$ cat src/rtl/mem_responder_pkg.sv
// Shared definitions for the memory request/response bus (mem_defs).
// Holds the state encodings and default width/latency constants used by
// both the controller and this responder, plus the parity helper.
// Optional feature macro used by the responder: RESP_PARITY_EN.
package mem_responder_pkg;

    localparam int DEF_ADDR_W  = 5;
    localparam int DEF_DATA_W  = 8;
    localparam int DEF_LATENCY = 4;
    localparam int DEF_LEN_W   = 2;

    typedef enum logic [1:0] {
        ST_IDLE = 2'd0,
        ST_WAIT = 2'd1,
        ST_RESP = 2'd2
    } state_e;

    // Even parity over a word zero-extended to 32 bits.
    function automatic logic calc_parity(input logic [31:0] word);
        return ^word;
    endfunction

endpackage

$ cat src/rtl/mem_responder_lat_counter.sv
// Loadable down-counter used to time the access latency of a request.
// done_o is high whenever the counter holds zero.
module lat_counter #(
    parameter int W = 2
) (
    input  logic         clk,
    input  logic         rst_n,
    input  logic         load_i,
    input  logic [W-1:0] load_val_i,
    input  logic         en_i,
    output logic         done_o
);

    logic [W-1:0] cnt_q;
    logic [W-1:0] cnt_d;

    // Next count: load has priority, otherwise decrement while enabled and non-zero.
    always_comb begin
        cnt_d = cnt_q;
        if (load_i) begin
            cnt_d = load_val_i;
        end else if (en_i && (cnt_q != {W{1'b0}})) begin
            cnt_d = cnt_q - W'(1);
        end else begin
            cnt_d = cnt_q;
        end
    end

    // Count register, cleared on reset.
    always_ff @(posedge clk or negedge rst_n) begin
        if (!rst_n) begin
            cnt_q <= {W{1'b0}};
        end else begin
            cnt_q <= cnt_d;
        end
    end

    assign done_o = (cnt_q == {W{1'b0}});

endmodule

$ cat src/rtl/mem_responder.sv
// Memory-side responder: accepts one request at a time, waits a fixed
// latency, then returns a write acknowledge or a burst of read beats.
// Optional RESP_PARITY_EN adds resp_parity (even parity of resp_data).
module mem_responder
    import mem_responder_pkg::*;
#(
    parameter int ADDR_W  = DEF_ADDR_W,
    parameter int DATA_W  = DEF_DATA_W,
    parameter int LATENCY = DEF_LATENCY,
    parameter int LEN_W   = DEF_LEN_W
) (
    input  logic              clk,
    input  logic              rst_n,
    input  logic              req_valid,
    output logic              req_ready,
    input  logic              req_write,
    input  logic [ADDR_W-1:0] req_addr,
    input  logic [LEN_W-1:0]  req_len,
    input  logic [DATA_W-1:0] req_wdata,
    output logic              resp_valid,
    input  logic              resp_ready,
    output logic [DATA_W-1:0] resp_data,
    output logic              resp_last,
    output logic              resp_write
`ifdef RESP_PARITY_EN
    ,
    output logic              resp_parity
`endif
);

    localparam int DEPTH = 1 << ADDR_W;
    localparam int CNT_W = (LATENCY > 2) ? $clog2(LATENCY) : 1;
    localparam logic [CNT_W-1:0] LAT_LOAD = CNT_W'((LATENCY > 1) ? (LATENCY - 2) : 0);

    logic [DATA_W-1:0] mem_q [DEPTH];

    state_e            state_q, state_d;
    logic [ADDR_W-1:0] addr_q, addr_d;
    logic [LEN_W-1:0]  len_q, len_d;
    logic [LEN_W-1:0]  beat_q, beat_d;
    logic              wr_q, wr_d;
    logic              ready_q, ready_d;
    logic              valid_q, valid_d;
    logic [DATA_W-1:0] data_q, data_d;
    logic              last_q, last_d;
    logic              rwrite_q, rwrite_d;

    logic              mem_we_s;
    logic              lat_load_s;
    logic              lat_en_s;
    logic              lat_done_s;
    logic [ADDR_W-1:0] next_addr_s;
    logic [LEN_W-1:0]  next_beat_s;

    assign next_addr_s = addr_q + ADDR_W'(1);
    assign next_beat_s = beat_q + LEN_W'(1);

    lat_counter #(
        .W(CNT_W)
    ) u_lat_counter (
        .clk        (clk),
        .rst_n      (rst_n),
        .load_i     (lat_load_s),
        .load_val_i (LAT_LOAD),
        .en_i       (lat_en_s),
        .done_o     (lat_done_s)
    );

    // Next-state and response-beat selection for the request/response FSM.
    always_comb begin
        state_d    = state_q;
        addr_d     = addr_q;
        len_d      = len_q;
        beat_d     = beat_q;
        wr_d       = wr_q;
        ready_d    = ready_q;
        valid_d    = valid_q;
        data_d     = data_q;
        last_d     = last_q;
        rwrite_d   = rwrite_q;
        mem_we_s   = 1'b0;
        lat_load_s = 1'b0;
        lat_en_s   = 1'b0;
        case (state_q)
            ST_IDLE: begin
                if (req_valid && ready_q) begin
                    wr_d     = req_write;
                    addr_d   = req_addr;
                    len_d    = req_len;
                    beat_d   = {LEN_W{1'b0}};
                    mem_we_s = req_write;
                    ready_d  = 1'b0;
                    if (LATENCY == 1) begin
                        state_d = ST_RESP;
                    end else begin
                        state_d    = ST_WAIT;
                        lat_load_s = 1'b1;
                    end
                end else begin
                    ready_d = 1'b1;
                end
            end
            ST_WAIT: begin
                if (lat_done_s) begin
                    state_d = ST_RESP;
                end else begin
                    lat_en_s = 1'b1;
                end
            end
            ST_RESP: begin
                if (!valid_q) begin
                    // First beat: present the registered response one cycle after entry.
                    valid_d  = 1'b1;
                    data_d   = wr_q ? {DATA_W{1'b0}} : mem_q[addr_q];
                    last_d   = wr_q | (beat_q == len_q);
                    rwrite_d = wr_q;
                end else if (resp_ready) begin
                    if (last_q) begin
                        state_d  = ST_IDLE;
                        ready_d  = 1'b1;
                        valid_d  = 1'b0;
                        data_d   = {DATA_W{1'b0}};
                        last_d   = 1'b0;
                        rwrite_d = 1'b0;
                    end else begin
                        // Following beat loads on the handshake edge: no bubble.
                        addr_d = next_addr_s;
                        beat_d = next_beat_s;
                        data_d = mem_q[next_addr_s];
                        last_d = (next_beat_s == len_q);
                    end
                end else begin
                    valid_d = valid_q;
                end
            end
            default: begin
                state_d  = ST_IDLE;
                ready_d  = 1'b0;
                valid_d  = 1'b0;
                data_d   = {DATA_W{1'b0}};
                last_d   = 1'b0;
                rwrite_d = 1'b0;
            end
        endcase
    end

    // Control, address and response registers; array contents are not reset.
    always_ff @(posedge clk or negedge rst_n) begin
        if (!rst_n) begin
            state_q  <= ST_IDLE;
            addr_q   <= {ADDR_W{1'b0}};
            len_q    <= {LEN_W{1'b0}};
            beat_q   <= {LEN_W{1'b0}};
            wr_q     <= 1'b0;
            ready_q  <= 1'b0;
            valid_q  <= 1'b0;
            data_q   <= {DATA_W{1'b0}};
            last_q   <= 1'b0;
            rwrite_q <= 1'b0;
        end else begin
            state_q  <= state_d;
            addr_q   <= addr_d;
            len_q    <= len_d;
            beat_q   <= beat_d;
            wr_q     <= wr_d;
            ready_q  <= ready_d;
            valid_q  <= valid_d;
            data_q   <= data_d;
            last_q   <= last_d;
            rwrite_q <= rwrite_d;
        end
    end

    // Storage array write port: a write commits on its accept edge.
    always_ff @(posedge clk) begin
        if (mem_we_s) begin
            mem_q[req_addr] <= req_wdata;
        end
    end

`ifdef RESP_PARITY_EN
    logic parity_q;

    // Parity registered alongside the data so it holds under stall.
    always_ff @(posedge clk or negedge rst_n) begin
        if (!rst_n) begin
            parity_q <= 1'b0;
        end else begin
            parity_q <= calc_parity(32'(data_d));
        end
    end

    assign resp_parity = parity_q;
`endif

    assign req_ready  = ready_q;
    assign resp_valid = valid_q;
    assign resp_data  = data_q;
    assign resp_last  = last_q;
    assign resp_write = rwrite_q;

endmodule

$ cat config.mk
export PLATFORM = sky130hd
export DESIGN_NAME = mem_responder
export DESIGN_NICKNAME = d
export VERILOG_FILES = /design/src/rtl/mem_responder_pkg.sv /design/src/rtl/mem_responder_lat_counter.sv /design/src/rtl/mem_responder.sv
export SDC_FILE = /design/constraint.sdc
export NUM_CORES = 1
export LEC_CHECK = 0
export CAP_MARGIN = 15
export CORE_MARGIN = 5
export CORE_UTILIZATION = 60
export DETAILED_ROUTE_END_ITERATION = 12
export HOLD_SLACK_MARGIN = 0.1
export PLACE_DENSITY = 0.78
export SLEW_MARGIN = 20
export SYNTH_ARGS = -nofsm -noshare
export SYNTH_HDL_FRONTEND = slang
export SYNTH_SLANG_ARGS = --single-unit
$ cat constraint.sdc
create_clock -name clk -period 3.5 [get_ports clk]
set_clock_uncertainty 0.15 [all_clocks]
set_input_delay 0.7 -clock clk [delete_from_list [all_inputs] [get_ports clk]]
set_output_delay 0.7 -clock clk [all_outputs]
set_load 0.02 [all_outputs]
==> impl_metrics.xml <==
<?xml version="1.0" encoding="UTF-8"?>
<metrics>
  <group name="outcome">
    <metric name="status" unit="">finished clean</metric>
  </group>
  <group name="layout">
    <metric name="nets" unit="">962</metric>
    <metric name="final_cell_count_no_fill" unit="">1246</metric>
    <metric name="antenna_diode_instance_count" unit="">0</metric>
    <metric name="proportion_of_layout_cells_with_a_drive_suffix_above_1" unit="%">22.6</metric>
    <metric name="finish.instance_area" unit="um2">15300</metric>
    <metric name="flow.area_growth_from_synthesis" unit="%">13.1</metric>
  </group>
  <group name="clock_tree">
    <metric name="post_cts.resized_instances" unit="">0</metric>
    <metric name="htree_num_levels" unit="">1</metric>
    <metric name="cts-buffers-inserted" unit="">29</metric>
    <metric name="clock_tree_from_tritoncts" unit="">done</metric>
    <metric name="clock_sinks" unit="">282</metric>
    <metric name="clock_slew_at_reported_path_ffs" unit="ns">0.07</metric>
    <metric name="cts_max_path_buffers" unit="">3</metric>
    <metric name="clock_latency" unit="ns">0.55</metric>
    <metric name="cts_post_setup_buffers_inserted" unit="">0</metric>
    <metric name="postCtsHoldBufs" unit="">0</metric>
    <metric name="root_buffer" unit="">sky130_fd_sc_hd__clkbuf_16</metric>
  </group>
  <group name="synth">
    <metric name="syn_nets" unit="">889</metric>
    <metric name="post_synthesis_async_set_or_reset_flop_share" unit="%">9.22</metric>
    <metric name="most_used_dff_post_synth" unit="">sky130_fd_sc_hd__edfxtp_1</metric>
    <metric name="sequential_fraction_of_the_synthesis_area" unit="%">61.6</metric>
    <metric name="synth_area" unit="um2">13500</metric>
    <metric name="yosysUniqueCellTypes" unit="">44</metric>
    <metric name="synth_enable_flop_cells" unit="">256</metric>
    <metric name="syn_area_per_cell" unit="um2">15.6</metric>
    <metric name="yosys_warnings" unit="">0</metric>
    <metric name="postSynthCellCount" unit="">867</metric>
    <metric name="ys_seq_elements" unit="">282</metric>
  </group>
  <group name="floorplanning">
    <metric name="die-area" unit="um2">25600</metric>
    <metric name="floorplan.initialDensity" unit="%">60.3</metric>
    <metric name="core_area" unit="um2">22400</metric>
    <metric name="floorplan.die.height" unit="um">160</metric>
    <metric name="core.rowCount" unit="">55</metric>
    <metric name="dieWidth" unit="um">160</metric>
    <metric name="ios" unit="">32</metric>
  </group>
  <group name="route">
    <metric name="drt_drc_violations_left" unit="">0</metric>
    <metric name="wirelength" unit="mm">33.9</metric>
    <metric name="routed-via-count" unit="">8492</metric>
    <metric name="route.detailed.vias_per_inst" unit="">6.82</metric>
    <metric name="drt.antenna.violating_nets" unit="">0</metric>
    <metric name="dr.first_iter.drc_count" unit="">1270</metric>
    <metric name="drt-pass1-iter-count" unit="">6</metric>
    <metric name="route.detailed.wl_per_inst" unit="um">27.2</metric>
  </group>
  <group name="placement">
    <metric name="numPortBuffers" unit="">31</metric>
    <metric name="finalWeightedCongestion" unit="">0.967</metric>
    <metric name="detailedPlacementHpwl" unit="mm">23.2</metric>
    <metric name="placed_area" unit="um2">14400</metric>
    <metric name="number_of_placed_cells_counting_well_taps" unit="">1194</metric>
    <metric name="preCtsSetupSlack" unit="ns">0.348</metric>
  </group>
  <group name="global_route">
    <metric name="global_route.usage.total" unit="%">26.6</metric>
    <metric name="first_global_vias" unit="">8435</metric>
    <metric name="grt_overflow_total" unit="">0</metric>
    <metric name="antenna_found_initial" unit="">0</metric>
    <metric name="grt_max_degree" unit="">71</metric>
    <metric name="grt_first_pass_wirelength" unit="mm">51.9</metric>
  </group>
  <group name="timing">
    <metric name="report.final.slew_viol_count" unit="">0</metric>
    <metric name="fin_ws" unit="ns">0.723</metric>
    <metric name="rsz_0062_raised_after_global_routing" unit="">no</metric>
    <metric name="max_slew.worst_pin.slew" unit="ns">0.787</metric>
    <metric name="post_route_minimum_period" unit="ns">2.78</metric>
    <metric name="max_freq" unit="GHz">0.360</metric>
    <metric name="setup_violations" unit="">0</metric>
    <metric name="worst_slew_margin_rel" unit="%">47.4</metric>
    <metric name="fin_crit_sh" unit="%">79.3</metric>
    <metric name="setup-tns-final" unit="ns">0</metric>
    <metric name="hold_viol_final" unit="">0</metric>
    <metric name="final.hold.worst_slack" unit="ns">0.352</metric>
  </group>
  <group name="setup_path">
    <metric name="cp_max_fo" unit="">11</metric>
    <metric name="worst-endpoint-arrival" unit="ns">3.05</metric>
    <metric name="setup.worst_path.start_class" unit="">register</metric>
    <metric name="cp.required" unit="ns">3.78</metric>
    <metric name="start_to_end_type_of_the_worst_setup_path" unit="">reg -&gt; reg</metric>
    <metric name="endpoint_kind" unit="">register</metric>
  </group>
  <group name="min_path">
    <metric name="holdCritPathClass" unit="">reg -&gt; reg</metric>
  </group>
  <group name="power">
    <metric name="p_per_area" unit="nW/um2">811</metric>
    <metric name="vdd_drop_max" unit="V">0.000508</metric>
    <metric name="power.leakage" unit="nW">5.30</metric>
  </group>
  <group name="job">
    <metric name="drv.max_cap_violation_count" unit="">0</metric>
  </group>
</metrics>
## kinds of logic (layout without fill, tap and decap cells)
group                    Yosys count  in the layout  synth area share [%]
AND/OR/NAND/NOR                  141            141                  4.95
adder cells (fa/ha/maj)            2              2                 0.185
flip-flops                       282            282                  61.6
multiplexers                     173            173                  21.7
XOR/XNOR                           3              3                 0.194
AO/OA/AOI/OAI                    139            139                  6.68
buffers and inverters            127            221                  4.63
## sequential cells by signal, indices dropped and copies added, names as in the netlist
| name | flops |
|---|---|
| mem_q | 256 |
| resp_data | 8 |
| addr_q | 5 |
| beat_q | 2 |
| len_q | 2 |
| state_q | 2 |
| u_lat_counter.cnt_q | 2 |
| req_ready | 1 |
| resp_last | 1 |
| resp_valid | 1 |
| resp_write | 1 |
| wr_q | 1 |
## final cells by class
cell class / instances / area [um2]
inverters: 73 / 274
fillers: 1495 / 7140
well taps: 285 / 357
clock buffers: 37 / 756
flip-flops and latches: 282 / 8340
multi-input cells: 458 / 4570
repair buffers: 96 / 836
clock inverters: 15 / 158
## metal layers
| metal | part of all wire, % | up-vias | global-route usage (%) |
|---|---|---|---|
| li1 | - | 3601 | - |
| met1 | 39 | 4219 | 38.6 |
| met2 | 46 | 579 | 40.4 |
| met3 | 11 | 93 | 4.85 |
| met4 | 4.8 | 0 | 11.1 |
| met5 | 0 | - | 0 |
## where the power goes
group	total, mW	switching, mW	internal, mW	leakage (nW)
clock	2.98	1.24	1.74	0.440
sequential	4.07	0.231	3.83	2.62
combinational	5.36	2.90	2.46	2.23
total	12.4	4.37	8.04	5.30
## stage by stage
stage	power, mW	util (%)
2_1_floorplan	7.99	-
3_3_place_gp	9.33	64.1
3_5_place_dp	9.41	64.1
4_1_cts	12.4	68.2
5_1_grt	12.9	68.2
6_report	12.4	68.2
## layout by cell type, fill, tap and decap left out, types with 4 or more instances in the layout
| master | count |
|---|---|
| sky130_fd_sc_hd__edfxtp_1 | 256 |
| sky130_fd_sc_hd__mux4_2 | 96 |
| sky130_fd_sc_hd__mux2i_1 | 74 |
| sky130_fd_sc_hd__inv_1 | 72 |
| sky130_fd_sc_hd__o22ai_1 | 69 |
| sky130_fd_sc_hd__buf_4 | 62 |
| sky130_fd_sc_hd__nor2_1 | 43 |
| sky130_fd_sc_hd__nor3_1 | 35 |
| sky130_fd_sc_hd__clkdlybuf4s50_1 | 31 |
| sky130_fd_sc_hd__clkbuf_16 | 29 |
| sky130_fd_sc_hd__dfrtp_1 | 24 |
| sky130_fd_sc_hd__o21ai_0 | 23 |
| sky130_fd_sc_hd__nand3_1 | 19 |
| sky130_fd_sc_hd__nand2_1 | 18 |
| sky130_fd_sc_hd__a21oi_1 | 11 |
| sky130_fd_sc_hd__a211oi_1 | 9 |
| sky130_fd_sc_hd__nor2b_1 | 8 |
| sky130_fd_sc_hd__a22oi_1 | 8 |
| sky130_fd_sc_hd__clkbuf_1 | 8 |
| sky130_fd_sc_hd__nand2b_1 | 6 |
| sky130_fd_sc_hd__nand3b_1 | 4 |
| sky130_fd_sc_hd__clkinv_2 | 4 |
| sky130_fd_sc_hd__clkinv_1 | 4 |
## worst max-delay path, cell delays in order, from the launching register on
cell and delay (ns):
sky130_fd_sc_hd__dfrtp_4 0.55, sky130_fd_sc_hd__ha_4 0.47, sky130_fd_sc_hd__buf_4 0.30, sky130_fd_sc_hd__mux4_2 0.53
sky130_fd_sc_hd__inv_1 0.07, sky130_fd_sc_hd__o22ai_1 0.10, sky130_fd_sc_hd__o21ai_0 0.36, sky130_fd_sc_hd__nand3_1 0.12
## final timing paths
| path | from | endpoint | slack (ns) | depth (start not counted) |
|---|---|---|---|---|
| worst max register to register | addr_q[0] | resp_data[3] | 0.72 | 7 |
| max in group asynchronous | rst_n | addr_q[1] | 2.10 | 2 |
| worst max-delay path | addr_q[0] | resp_data[3] | 0.72 | 7 |
| worst min register to register | u_lat_counter.cnt_q[1] | u_lat_counter.cnt_q[1] | 0.35 | 1 |
| min in group asynchronous | rst_n | resp_write | 0.41 | 1 |
| worst min-delay path | u_lat_counter.cnt_q[1] | u_lat_counter.cnt_q[1] | 0.35 | 1 |
## Yosys cell counts (18+ instances only)
| master | n | area, um2 |
|---|---|---|
| sky130_fd_sc_hd__edfxtp_1 | 256 | 7690 |
| sky130_fd_sc_hd__mux4_2 | 96 | 2160 |
| sky130_fd_sc_hd__mux2i_1 | 74 | 741 |
| sky130_fd_sc_hd__inv_1 | 72 | 270 |
| sky130_fd_sc_hd__o22ai_1 | 69 | 432 |
| sky130_fd_sc_hd__nor2_1 | 43 | 161 |
| sky130_fd_sc_hd__nor3_1 | 35 | 175 |
| sky130_fd_sc_hd__buf_2 | 26 | 130 |
| sky130_fd_sc_hd__dfrtp_1 | 26 | 651 |
| sky130_fd_sc_hd__o21ai_0 | 24 | 120 |
| sky130_fd_sc_hd__nand3_1 | 19 | 95.1 |
| sky130_fd_sc_hd__nand2_1 | 18 | 67.6 |
Power figures use the tool's default switching activity.
